File: src/rtl/control_pkg.sv
// Shared constants for the multi-cycle control unit: opcode map, ALU
// operation codes, FSM state encoding, writeback sources and the opcode
// class bundle produced by the decoder.
package control_pkg;

    localparam int unsigned STATE_WIDTH = 3;
    localparam int unsigned WAIT_WIDTH  = 4;

    // Opcode map
    localparam int unsigned OP_ADD  = 'h00;
    localparam int unsigned OP_ADDI = 'h01;
    localparam int unsigned OP_SUB  = 'h02;
    localparam int unsigned OP_SUBI = 'h03;
    localparam int unsigned OP_NOP  = 'h04;
    localparam int unsigned OP_HALT = 'h05;
    localparam int unsigned OP_JUMP = 'h06;
    localparam int unsigned OP_BEQ  = 'h07;
    localparam int unsigned OP_BNE  = 'h08;
    localparam int unsigned OP_SLT  = 'h09;
    localparam int unsigned OP_LW   = 'h0A;
    localparam int unsigned OP_LI   = 'h0B;
    localparam int unsigned OP_IN   = 'h0C;
    localparam int unsigned OP_OUT  = 'h0D;
    localparam int unsigned OP_SW   = 'h0E;
    localparam int unsigned OP_AND  = 'h0F;
    localparam int unsigned OP_ANDI = 'h10;
    localparam int unsigned OP_OR   = 'h11;
    localparam int unsigned OP_ORI  = 'h12;
    localparam int unsigned OP_NOT  = 'h13;
    localparam int unsigned OP_XOR  = 'h14;
    localparam int unsigned OP_XORI = 'h15;
    localparam int unsigned OP_SLL  = 'h16;
    localparam int unsigned OP_SRL  = 'h17;

    // ALU operation codes
    localparam logic [3:0] ALU_ADD = 4'd0;
    localparam logic [3:0] ALU_SUB = 4'd1;
    localparam logic [3:0] ALU_SLT = 4'd2;
    localparam logic [3:0] ALU_NOT = 4'd3;
    localparam logic [3:0] ALU_AND = 4'd4;
    localparam logic [3:0] ALU_OR  = 4'd5;
    localparam logic [3:0] ALU_XOR = 4'd6;
    localparam logic [3:0] ALU_SLL = 4'd7;
    localparam logic [3:0] ALU_SRL = 4'd8;

    // FSM state encoding (also visible on the debug port)
    localparam logic [2:0] S_FETCH     = 3'd0;
    localparam logic [2:0] S_DECODE    = 3'd1;
    localparam logic [2:0] S_EXECUTE   = 3'd2;
    localparam logic [2:0] S_MEMORY    = 3'd3;
    localparam logic [2:0] S_WRITEBACK = 3'd4;
    localparam logic [2:0] S_WAIT_IO   = 3'd5;
    localparam logic [2:0] S_HALTED    = 3'd6;

    // Writeback source select
    localparam logic [1:0] WB_ALU = 2'd0;
    localparam logic [1:0] WB_MEM = 2'd1;
    localparam logic [1:0] WB_IN  = 2'd2;

    // Opcode class flags; all-zero means nop (including undefined opcodes)
    typedef struct packed {
        logic is_alu;
        logic is_imm;
        logic is_li;
        logic is_lw;
        logic is_sw;
        logic is_jump;
        logic is_beq;
        logic is_bne;
        logic is_in;
        logic is_out;
        logic is_halt;
    } op_class_t;

endpackage

File: src/rtl/control_decoder.sv
// Combinational opcode decoder.
// Ports: opcode in; aluop, register_destiny_selector, alu_input2_selector,
// alu_mem_output_selector and the op_class flag bundle out.
module control_decoder
    import control_pkg::*;
#(
    parameter int unsigned OPCODE_WIDTH = 5,
    parameter int unsigned ALUOP_WIDTH  = 4
) (
    input  logic [OPCODE_WIDTH-1:0] opcode,
    output logic [ALUOP_WIDTH-1:0]  aluop,
    output logic                    register_destiny_selector,
    output logic                    alu_input2_selector,
    output logic [1:0]              alu_mem_output_selector,
    output op_class_t               op_class
);

    logic [3:0] alu_code;

    // Opcode -> class flags and ALU operation
    always_comb begin
        op_class = '0;
        alu_code = ALU_ADD;
        case (opcode)
            OPCODE_WIDTH'(OP_ADD):  op_class.is_alu = 1'b1;
            OPCODE_WIDTH'(OP_ADDI): begin op_class.is_alu = 1'b1; op_class.is_imm = 1'b1; end
            OPCODE_WIDTH'(OP_SUB):  begin op_class.is_alu = 1'b1; alu_code = ALU_SUB; end
            OPCODE_WIDTH'(OP_SUBI): begin op_class.is_alu = 1'b1; op_class.is_imm = 1'b1; alu_code = ALU_SUB; end
            OPCODE_WIDTH'(OP_HALT): op_class.is_halt = 1'b1;
            OPCODE_WIDTH'(OP_JUMP): op_class.is_jump = 1'b1;
            OPCODE_WIDTH'(OP_BEQ):  begin op_class.is_beq = 1'b1; alu_code = ALU_SUB; end
            OPCODE_WIDTH'(OP_BNE):  begin op_class.is_bne = 1'b1; alu_code = ALU_SUB; end
            OPCODE_WIDTH'(OP_SLT):  begin op_class.is_alu = 1'b1; alu_code = ALU_SLT; end
            OPCODE_WIDTH'(OP_LW):   op_class.is_lw = 1'b1;
            OPCODE_WIDTH'(OP_LI):   op_class.is_li = 1'b1;
            OPCODE_WIDTH'(OP_IN):   op_class.is_in = 1'b1;
            OPCODE_WIDTH'(OP_OUT):  op_class.is_out = 1'b1;
            OPCODE_WIDTH'(OP_SW):   op_class.is_sw = 1'b1;
            OPCODE_WIDTH'(OP_AND):  begin op_class.is_alu = 1'b1; alu_code = ALU_AND; end
            OPCODE_WIDTH'(OP_ANDI): begin op_class.is_alu = 1'b1; op_class.is_imm = 1'b1; alu_code = ALU_AND; end
            OPCODE_WIDTH'(OP_OR):   begin op_class.is_alu = 1'b1; alu_code = ALU_OR; end
            OPCODE_WIDTH'(OP_ORI):  begin op_class.is_alu = 1'b1; op_class.is_imm = 1'b1; alu_code = ALU_OR; end
            OPCODE_WIDTH'(OP_NOT):  begin op_class.is_alu = 1'b1; alu_code = ALU_NOT; end
            OPCODE_WIDTH'(OP_XOR):  begin op_class.is_alu = 1'b1; alu_code = ALU_XOR; end
            OPCODE_WIDTH'(OP_XORI): begin op_class.is_alu = 1'b1; op_class.is_imm = 1'b1; alu_code = ALU_XOR; end
            OPCODE_WIDTH'(OP_SLL):  begin op_class.is_alu = 1'b1; alu_code = ALU_SLL; end
            OPCODE_WIDTH'(OP_SRL):  begin op_class.is_alu = 1'b1; alu_code = ALU_SRL; end
            default: ;
        endcase
    end

    assign aluop = ALUOP_WIDTH'(alu_code);

    // Datapath mux selects derived from the class flags
    assign register_destiny_selector = op_class.is_imm | op_class.is_lw | op_class.is_li | op_class.is_in;
    assign alu_input2_selector       = op_class.is_imm | op_class.is_lw | op_class.is_li | op_class.is_sw;
    assign alu_mem_output_selector   = op_class.is_lw ? WB_MEM : (op_class.is_in ? WB_IN : WB_ALU);

endmodule

File: src/rtl/multicycle_control_unit.sv
// Multi-cycle control FSM: FETCH/DECODE/EXECUTE/MEMORY/WRITEBACK plus
// WAIT_IO (valid/ready I/O) and HALTED (resume on rising edge).
// Ports: clock, reset (sync, active-low); opcode, zero_alu, input_valid,
// output_ready, resume in; datapath selects, write strobes, input_ack,
// halt, io_wait, state (debug) and retired-instruction count out.
// Strobes and selects are decoded from the current state in the same cycle
// (the I/O handshake completes in the cycle valid/ready is seen) and are
// forced low while reset is asserted.
module multicycle_control_unit
    import control_pkg::*;
#(
    parameter int unsigned OPCODE_WIDTH = 5,
    parameter int unsigned ALUOP_WIDTH  = 4,
    parameter int unsigned MEM_WAIT     = 1,
    parameter int unsigned COUNT_WIDTH  = 16
) (
    input  logic                    clock,
    input  logic                    reset,
    input  logic [OPCODE_WIDTH-1:0] opcode,
    input  logic                    zero_alu,
    input  logic                    input_valid,
    input  logic                    output_ready,
    input  logic                    resume,
    output logic                    instruction_load,
    output logic                    pc_write,
    output logic                    pc_selector,
    output logic                    register_destiny_selector,
    output logic                    alu_input2_selector,
    output logic [1:0]              alu_mem_output_selector,
    output logic [ALUOP_WIDTH-1:0]  aluop_selector,
    output logic                    register_write_enabled,
    output logic                    memory_write_enabled,
    output logic                    output_write_enabled,
    output logic                    input_ack,
    output logic                    halt,
    output logic                    io_wait,
    output logic [2:0]              state,
    output logic [COUNT_WIDTH-1:0]  retired
);

    logic [STATE_WIDTH-1:0] state_q, state_d;
    logic [WAIT_WIDTH-1:0]  wait_q, wait_d;
    logic                   resume_q;
    logic [COUNT_WIDTH-1:0] retired_q;

    logic [ALUOP_WIDTH-1:0] dec_aluop;
    logic                   dec_reg_dst;
    logic                   dec_alu_src;
    logic [1:0]             dec_wb_sel;
    op_class_t              cls;

    logic il_c, pw_c, ps_c, rwe_c, mwe_c, owe_c, ack_c, halt_c, iow_c;
    logic sel_en;
    logic resume_edge;

    control_decoder #(
        .OPCODE_WIDTH(OPCODE_WIDTH),
        .ALUOP_WIDTH (ALUOP_WIDTH)
    ) u_decoder (
        .opcode                   (opcode),
        .aluop                    (dec_aluop),
        .register_destiny_selector(dec_reg_dst),
        .alu_input2_selector      (dec_alu_src),
        .alu_mem_output_selector  (dec_wb_sel),
        .op_class                 (cls)
    );

    assign resume_edge = resume & ~resume_q;

    // Next-state and strobe decode
    always_comb begin
        state_d = state_q;
        wait_d  = wait_q;
        il_c    = 1'b0;
        pw_c    = 1'b0;
        ps_c    = 1'b0;
        rwe_c   = 1'b0;
        mwe_c   = 1'b0;
        owe_c   = 1'b0;
        ack_c   = 1'b0;
        halt_c  = 1'b0;
        iow_c   = 1'b0;
        case (state_q)
            S_FETCH: begin
                il_c    = 1'b1;
                state_d = S_DECODE;
            end
            S_DECODE: begin
                if (cls.is_halt) begin
                    state_d = S_HALTED;
                end else if (cls.is_in || cls.is_out) begin
                    state_d = S_WAIT_IO;
                end else begin
                    state_d = S_EXECUTE;
                end
            end
            S_EXECUTE: begin
                if (cls.is_alu || cls.is_li) begin
                    state_d = S_WRITEBACK;
                end else if (cls.is_lw) begin
                    state_d = S_MEMORY;
                    wait_d  = WAIT_WIDTH'(MEM_WAIT - 1);
                end else begin
                    // sw, jump, branches and nop retire straight from EXECUTE
                    pw_c    = 1'b1;
                    mwe_c   = cls.is_sw;
                    ps_c    = cls.is_jump | (cls.is_beq & zero_alu) | (cls.is_bne & ~zero_alu);
                    state_d = S_FETCH;
                end
            end
            S_MEMORY: begin
                if (wait_q == '0) begin
                    state_d = S_WRITEBACK;
                end else begin
                    wait_d = wait_q - WAIT_WIDTH'(1);
                end
            end
            S_WRITEBACK: begin
                rwe_c   = 1'b1;
                pw_c    = 1'b1;
                state_d = S_FETCH;
            end
            S_WAIT_IO: begin
                iow_c = 1'b1;
                if (cls.is_in && input_valid) begin
                    rwe_c   = 1'b1;
                    ack_c   = 1'b1;
                    pw_c    = 1'b1;
                    state_d = S_FETCH;
                end else if (cls.is_out && output_ready) begin
                    owe_c   = 1'b1;
                    pw_c    = 1'b1;
                    state_d = S_FETCH;
                end
            end
            S_HALTED: begin
                halt_c = 1'b1;
                if (resume_edge) begin
                    pw_c    = 1'b1;
                    state_d = S_FETCH;
                end
            end
            default: state_d = S_FETCH;
        endcase
    end

    // State, wait counter, resume history and retired count
    always_ff @(posedge clock) begin
        if (!reset) begin
            state_q   <= S_FETCH;
            wait_q    <= '0;
            resume_q  <= 1'b0;
            retired_q <= '0;
        end else begin
            state_q  <= state_d;
            wait_q   <= wait_d;
            resume_q <= resume;
            if (pw_c) begin
                retired_q <= retired_q + COUNT_WIDTH'(1);
            end
        end
    end

    // Selects follow the decoded opcode from DECODE onward; everything is
    // held low while reset is asserted.
    assign sel_en = reset & (state_q != S_FETCH);

    assign instruction_load          = reset & il_c;
    assign pc_write                  = reset & pw_c;
    assign pc_selector               = reset & ps_c;
    assign register_write_enabled    = reset & rwe_c;
    assign memory_write_enabled      = reset & mwe_c;
    assign output_write_enabled      = reset & owe_c;
    assign input_ack                 = reset & ack_c;
    assign halt                      = reset & halt_c;
    assign io_wait                   = reset & iow_c;
    assign register_destiny_selector = sel_en & dec_reg_dst;
    assign alu_input2_selector       = sel_en & dec_alu_src;
    assign alu_mem_output_selector   = sel_en ? dec_wb_sel : 2'd0;
    assign aluop_selector            = sel_en ? dec_aluop : '0;

    assign state   = state_q;
    assign retired = retired_q;

endmodule

File: config.mk
export PLATFORM = sky130hd
export DESIGN_NAME = multicycle_control_unit
export DESIGN_NICKNAME = d
export VERILOG_FILES = /design/src/rtl/control_pkg.sv /design/src/rtl/control_decoder.sv /design/src/rtl/multicycle_control_unit.sv
export SDC_FILE = /design/constraint.sdc
export NUM_CORES = 1
export LEC_CHECK = 0
export ABC_CLOCK_PERIOD_IN_PS = 3400
export CAP_MARGIN = 25
export CORE_ASPECT_RATIO = 0.8
export CORE_UTILIZATION = 49
export CTS_CLUSTER_DIAMETER = 30
export DETAILED_ROUTE_END_ITERATION = 8
export HOLD_SLACK_MARGIN = 0.06
export PLACE_DENSITY = 0.87
export SLEW_MARGIN = 25
export SYNTH_ARGS = -nofsm -noshare
export SYNTH_HDL_FRONTEND = slang
export SYNTH_HIERARCHICAL = 1
export SYNTH_SLANG_ARGS = --single-unit
File: constraint.sdc
create_clock -name clock -period 3.4 [get_ports clock]
set_input_delay 0.34 -clock clock [delete_from_list [all_inputs] [get_ports clock]]
set_output_delay 0.34 -clock clock [all_outputs]
set_load 0.05 [all_outputs]
==> run summary, run 1 <==
FLOORPLAN
---------------------------------------------------------------------------------
Die area                                                              0.00392 mm2
Number of rows created at floorplan                                            19
Y dimension of the die                                                    56.2 um
Core ar.                                                              0.00347 mm2
Total I/O pin count                                                            47
Starting Density                                                            0.519
Die W                                                                     69.8 um

PLACE
---------------------------------------------------------------------------------
HPWL after detailed placement                                             3370 um
Pre-CTS setup slack                                                      0.310 ns
Number of I/O port buffers                                                     46
Routability Congestion                                                      0.833

FINAL LAYOUT
---------------------------------------------------------------------------------
Ant. Diodes                                                                     0
Final core utilization                                                      0.683
Synth-to-Final Area Change                                                  31.6%
FF/Latch Area                                                             480 um2
Ratio of cells with drive above 1 in the final layout                       0.155
Count of fill cells added during filler insertion                             285
Nets                                                                          298
Multi-input combinational cell area                                   0.00118 mm2

CLOCKING
---------------------------------------------------------------------------------
TritonCTS clock tree                                                        built
Setup bufs post-CTS                                                             0
Post-CTS Hold Buffers                                                           0
Clock Sinks                                                                    24
Post-CTS resize count                                                           0
Root buf cell                                                        sky130_fd_sc_hd__clkbuf_8
Number of buffers created by CTS                                                3
Clock transition at the registers of the reported paths                   0.09 ns
Maximum buffer depth of the clock tree                                          2
Max H-tree Level                                                                1
Clock latency of the later-clocked register in the worst-skew pair        0.27 ns

OUTCOME
---------------------------------------------------------------------------------
Run status                                                           finished clean

TIMING
---------------------------------------------------------------------------------
Final critical-path setup slack                                          0.335 ns
Worst relative slew slack                                                   0.661
Final Hold Violating Endpoints                                                  0
Pins over their slew limit                                                      0
Max Clk Rate                                                            0.326 GHz
Final setup violation count                                                     0
Unrepaired setup endpoints after global routing                                no
Least-Margin Pin Slew                                                    0.507 ns
Share of the clock period used by the worst path                            0.902
Total negative setup slack                                                   0 ns
Clock skew after layout                                                0.00180 ns
Tmin final                                                                3.07 ns

DETAILED ROUTING
---------------------------------------------------------------------------------
Antenna Violating Nets Remaining                                                0
Pre-Repair DR Iteration Count                                                   4
Post-Route WL                                                             4460 um
DRC marker count from the first detailed-route iteration                      205
Wire length per cell after detailed routing                               13.7 um
Vias after detailed routing                                                 1,879
Post-route DRC violation count                                                  0
Ratio of routed vias to standard cells                                       5.78

POWER
---------------------------------------------------------------------------------
Pwr/cell area                                                          313 mW/mm2
Worst vdd ir                                                             0.197 mV
Leak pwr                                                                 0.885 nW

CRITICAL PATH
---------------------------------------------------------------------------------
Kind of end point of the critical path                                 output pin
Setup crit start kind                                                   input pin
R2R cell count                                                                  5
Worst setup path start                                                  opcode[4]
Crit path DAT                                                             2.73 ns
Reg2Reg Launch Point                                                     state[0]
Highest net fanout along the worst path                                        18
Crit path kind                                                       input pin to output pin
CP required                                                               3.06 ns

SYNTH
---------------------------------------------------------------------------------
Area of the mapped netlist                                            0.00180 mm2
Syn. warnings                                                                   6
Net Count, Synth                                                              252
Gate Count Post-Synth                                                         238
Syn avg cell area                                                        7.57 um2

GLOBAL ROUTE
---------------------------------------------------------------------------------
Pin count of the biggest net entering global routing                           19
Wire length of the first global-routing pass                              7490 um
Overall routing resource usage                                              0.233
Initial antenna violation count                                                 0
GR Overflow Total                                                               0
Vias in the first global route                                              1,644

MIN PATH
---------------------------------------------------------------------------------
Source of the worst hold timing path                                    wait_q[1]
Worst hold path class                                                flop to flop
Worst Hold Path Cells                                                           2

JOB
---------------------------------------------------------------------------------
Max Cap Viol                                                                    0

cell type report:
| type | count | area share |
|---|---|---|
| Multi-Input combinational cell | 190 | 0.500 |
| Timing Repair Buffer | 55 | 0.229 |
| Sequential cell | 24 | 0.203 |
| Tap cell | 42 | 0.0222 |
| Clock buffer | 3 | 0.0174 |
| Inverter | 10 | 0.0158 |
| Clock inverter | 1 | 0.0127 |
routing by layer:
| layer | global-route usage | vias up | part of all wire |
|---|---|---|---|
| met4 | 0.0629 | 0 | 0.0045 |
| met5 | 0 | - | 0 |
| met2 | 0.361 | 71 | 0.45 |
| li1 | - | 940 | - |
| met3 | 0.0489 | 2 | 0.060 |
| met1 | 0.329 | 866 | 0.48 |
power breakdown:
part	leakage, nW	internal (mW)	total, mW	switching, mW
registers	0.194	0.287	0.301	0.0138
logic	0.655	0.0731	0.191	0.118
clock network	0.0357	0.157	0.251	0.0934
total	0.885	0.518	0.743	0.225
critical path, stage by stage:
cell and delay (ns):
sky130_fd_sc_hd__clkdlybuf4s50_1 0.57, sky130_fd_sc_hd__inv_1 0.21, sky130_fd_sc_hd__a21oi_1 0.09, sky130_fd_sc_hd__a31o_2 0.22, sky130_fd_sc_hd__or3_4 0.35, sky130_fd_sc_hd__o32a_4 0.38
sky130_fd_sc_hd__and2_4 0.22, sky130_fd_sc_hd__nor2_1 0.18, sky130_fd_sc_hd__buf_12 0.16
path summary, 6_finish.rpt:
path,endpoint,slack [ns]
worst max-delay path,pc_write,0.33
worst min register to register,wait_q[1],0.48
worst max register to register,retired[3],1.17
worst min-delay path,wait_q[1],0.48
registers in the layout (all words and copies together) (netlist names):
name	cells
resume_q	1
retired	16
state	3
wait_q	4
cells in the final DEF (no fill, tap or decap), drive strengths merged, types with 2 or more instances in the layout:
cell type / n
buf: 23
ha: 3
xnor2: 3
nor2b: 3
mux2i: 6
dfxtp: 24
nand3b: 2
nor4: 2
xor2: 2
or4: 7
or3: 4
clkdlybuf4s50: 32
o21ai: 9
nand2: 25
nor3: 13
a21oi: 20
inv: 10
nor2: 24
and2: 10
o31ai: 6
and3: 3
nor3b: 2
nand2b: 9
nand4: 3
a211oi: 4
nand3: 13
clkbuf: 3
stage by stage:
step,area [um2],total power [mW],instances,hold WS [ns]
floorplan,1800,0.443,238,0.445
global placement,2300,0.493,321,0.458
detailed placement,2300,0.497,321,0.467
CTS,2370,0.745,325,0.483
global route,2370,0.773,325,0.505
finish,2370,0.743,325,0.479
Power figures use the tool's default switching activity.
==> inputs of run 2 (changes only) <==
--- a/config.mk
+++ b/config.mk
@@ -5,14 +5,14 @@
 export SDC_FILE = /design/constraint.sdc
 export NUM_CORES = 1
 export LEC_CHECK = 0
-export ABC_CLOCK_PERIOD_IN_PS = 3400
+export ABC_CLOCK_PERIOD_IN_PS = 3600
 export CAP_MARGIN = 25
 export CORE_ASPECT_RATIO = 0.8
-export CORE_UTILIZATION = 49
+export CORE_UTILIZATION = 52
 export CTS_CLUSTER_DIAMETER = 30
 export DETAILED_ROUTE_END_ITERATION = 8
 export HOLD_SLACK_MARGIN = 0.06
-export PLACE_DENSITY = 0.87
+export PLACE_DENSITY = 0.92
 export SLEW_MARGIN = 25
 export SYNTH_ARGS = -nofsm -noshare
 export SYNTH_HDL_FRONTEND = slang
==> constraint.sdc (replaced) <==
create_clock -name clock -period 3.6 [get_ports clock]
set_input_delay 0.36 -clock clock [delete_from_list [all_inputs] [get_ports clock]]
set_output_delay 0.36 -clock clock [all_outputs]
set_load 0.05 [all_outputs]
==> run 2 against run 1 <==
  * Critical path depth stayed put
  * Critical path type unchanged
  * Power is 5.9% lower
  * Clock power is 6% lower
  * Sequential share of layout area is 0.26 points higher
  * Combinational power is 5% lower
  * Worst setup slack better by 0.11 ns
  * Largest power group unchanged
==> run summary, run 2 (synthesis results as in run 1) <==
OUTCOME
-------------------------------------------------------------------------------------
Run status                                                               finished clean

FLOORPLAN
-------------------------------------------------------------------------------------
Number of rows created at floorplan                                                18
Core ar.                                                                  0.00320 mm2
Y dimension of the die                                                        54.6 um
Total I/O pin count                                                                47
Starting Density                                                                0.563
Die area                                                                  0.00370 mm2
Die W                                                                         67.8 um

CLOCKING
-------------------------------------------------------------------------------------
TritonCTS clock tree                                                            built
Post-CTS resize count                                                               0
Number of buffers created by CTS                                                    3
Clock Sinks                                                                        24
Max H-tree Level                                                                    1
Setup bufs post-CTS                                                                 0
Post-CTS Hold Buffers                                                               0
Clock transition at the registers of the reported paths                       0.08 ns
Maximum buffer depth of the clock tree                                              2
Clock latency of the later-clocked register in the worst-skew pair            0.27 ns
Root buf cell                                                            sky130_fd_sc_hd__clkbuf_8

DETAILED ROUTING
-------------------------------------------------------------------------------------
Post-route DRC violation count                                                      0
Post-Route WL                                                                 4600 um
Antenna Violating Nets Remaining                                                    0
Vias after detailed routing                                                     1,884
Ratio of routed vias to standard cells                                           5.87
Wire length per cell after detailed routing                                   14.3 um
DRC marker count from the first detailed-route iteration                          126
Pre-Repair DR Iteration Count                                                       4

FINAL LAYOUT
-------------------------------------------------------------------------------------
Flip-flop count of the largest register, all copies and words added                16
Nets                                                                              296
Ratio of cells with drive above 1 in the final layout                           0.114
Count of fill cells added during filler insertion                                 250
Synth-to-Final Area Change                                                      30.0%
Highest-count cells in the layout ignoring fill and taps                 sky130_fd_sc_hd__clkdlybuf4s50_1, sky130_fd_sc_hd__nor2_1, sky130_fd_sc_hd__dfxtp_1
Ant. Diodes                                                                         0
Most frequent standard cell in the layout excluding fill and tap cells   sky130_fd_sc_hd__clkdlybuf4s50_1

GLOBAL ROUTE
-------------------------------------------------------------------------------------
GR Overflow Total                                                                   0
Met2 track demand over resource                                                 0.408
Highest-utilization routing layer at the global route stage                      met2
Overall routing resource usage                                                  0.263
Vias in the first global route                                                  1,616
Pin count of the biggest net entering global routing                               21
Wire length of the first global-routing pass                                  7290 um
Met1 track demand over resource in global routing                               0.380
Global routing usage on met3                                                   0.0479
Initial antenna violation count                                                     0

TIMING
-------------------------------------------------------------------------------------
Pins over their slew limit                                                          0
Tmin final                                                                    3.15 ns
Share of the clock period used by the worst path                                0.876
Unrepaired setup endpoints after global routing                                    no
Final setup violation count                                                         0
Total negative setup slack                                                       0 ns
Worst relative slew slack                                                       0.511
Max Clk Rate                                                                0.317 GHz
Min Hold Slack                                                               0.482 ns
Clock skew after layout                                                    0.00352 ns
Least-Margin Pin Slew                                                        0.729 ns
Final Hold Violating Endpoints                                                      0

CRITICAL PATH
-------------------------------------------------------------------------------------
Highest net fanout along the worst path                                            18
Setup crit start kind                                                       input pin
Crit path kind                                                           input pin to output pin
Kind of end point of the critical path                                     output pin
Crit path DAT                                                                 2.79 ns
CP required                                                                   3.24 ns

POWER
-------------------------------------------------------------------------------------
Proportion of total power due to net switching                                  0.301
Leak pwr                                                                     0.847 nW
Sequential fraction of design power                                             0.405
Share of total power in the clock network                                       0.336
P_int                                                                        0.489 mW
Fraction of power consumed by combinational cells                               0.259
Worst vdd ir                                                                 0.299 mV
Pwr/cell area                                                              299 mW/mm2
Net switching power                                                          0.211 mW

PLACE
-------------------------------------------------------------------------------------
Routability Congestion                                                          0.845
Number of I/O port buffers                                                         46
HPWL after detailed placement                                                 3370 um

JOB
-------------------------------------------------------------------------------------
Max Cap Viol                                                                        0

MIN PATH
-------------------------------------------------------------------------------------
Worst hold path class                                                    flop to flop

-- run 2: cell count changes in the layout (fill, tap and decap cells not counted) --
cell	change
sky130_fd_sc_hd__clkdlybuf4s50_1	+10
sky130_fd_sc_hd__buf_4	-9
sky130_fd_sc_hd__buf_12	-3
-- run 2: worst paths after layout --
path,startpoint,end,slack (ns),cells past startpoint
worst min register to register,wait_q[1],wait_q[1],0.48,2
worst max register to register,state[0],retired[3],1.36,5
worst min-delay path,wait_q[1],wait_q[1],0.48,2
worst max-delay path,opcode[4],pc_write,0.45,9
-- run 2: power groups by stage --
| stage | clock network (mW) | logic (mW) | registers [mW] |
|---|---|---|---|
| after CTS | 0.237 | 0.179 | 0.283 |
| after detailed placement | 0 | 0.178 | 0.290 |
| final | 0.235 | 0.181 | 0.283 |
| after global placement | 0 | 0.176 | 0.289 |
| after floorplan | 0 | 0.117 | 0.302 |
| after global routing | 0.249 | 0.192 | 0.286 |
-- run 2: final cells by class --
class / count / area (um2) / area share
Clock buffer: 3 / 41.3 / 0.0176
Tap cell: 40 / 50.0 / 0.0214
Clock inverter: 1 / 30.0 / 0.0128
Sequential cell: 24 / 480 / 0.205
Multi-Input combinational cell: 190 / 1180 / 0.506
Inverter: 10 / 37.5 / 0.0160
Timing Repair Buffer: 53 / 515 / 0.220
-- run 2: per-layer routing --
metal | share of wire | vias up
met2 | 0.46 | 81
met1 | 0.46 | 864
met4 | 0.0017 | 0
li1 | - | 937
met3 | 0.083 | 2
met5 | 0 | -
-- run 2: metrics by stage --
step | total power [mW] | instances | worst slack (ns) | area [um2] | utilization
after detailed placement | 0.468 | 317 | 0.446 | 2270 | 0.709
after floorplan | 0.419 | 238 | 0.537 | 1800 | -
after global placement | 0.465 | 317 | 0.529 | 2270 | 0.709
final | 0.699 | 321 | 0.446 | 2340 | 0.732
after CTS | 0.700 | 321 | 0.467 | 2340 | 0.732
after global routing | 0.726 | 321 | 0.246 | 2340 | 0.732
-- run 2: worst max-delay path, stage by stage --
cell and delay (ns):
sky130_fd_sc_hd__clkdlybuf4s50_1 0.58, sky130_fd_sc_hd__nor2b_2 0.27, sky130_fd_sc_hd__nand2_2 0.13, sky130_fd_sc_hd__nor3_1 0.38, sky130_fd_sc_hd__a21boi_0 0.24, sky130_fd_sc_hd__a21bo_2 0.27, sky130_fd_sc_hd__and2_4 0.20, sky130_fd_sc_hd__nor2_1 0.19
sky130_fd_sc_hd__buf_12 0.16
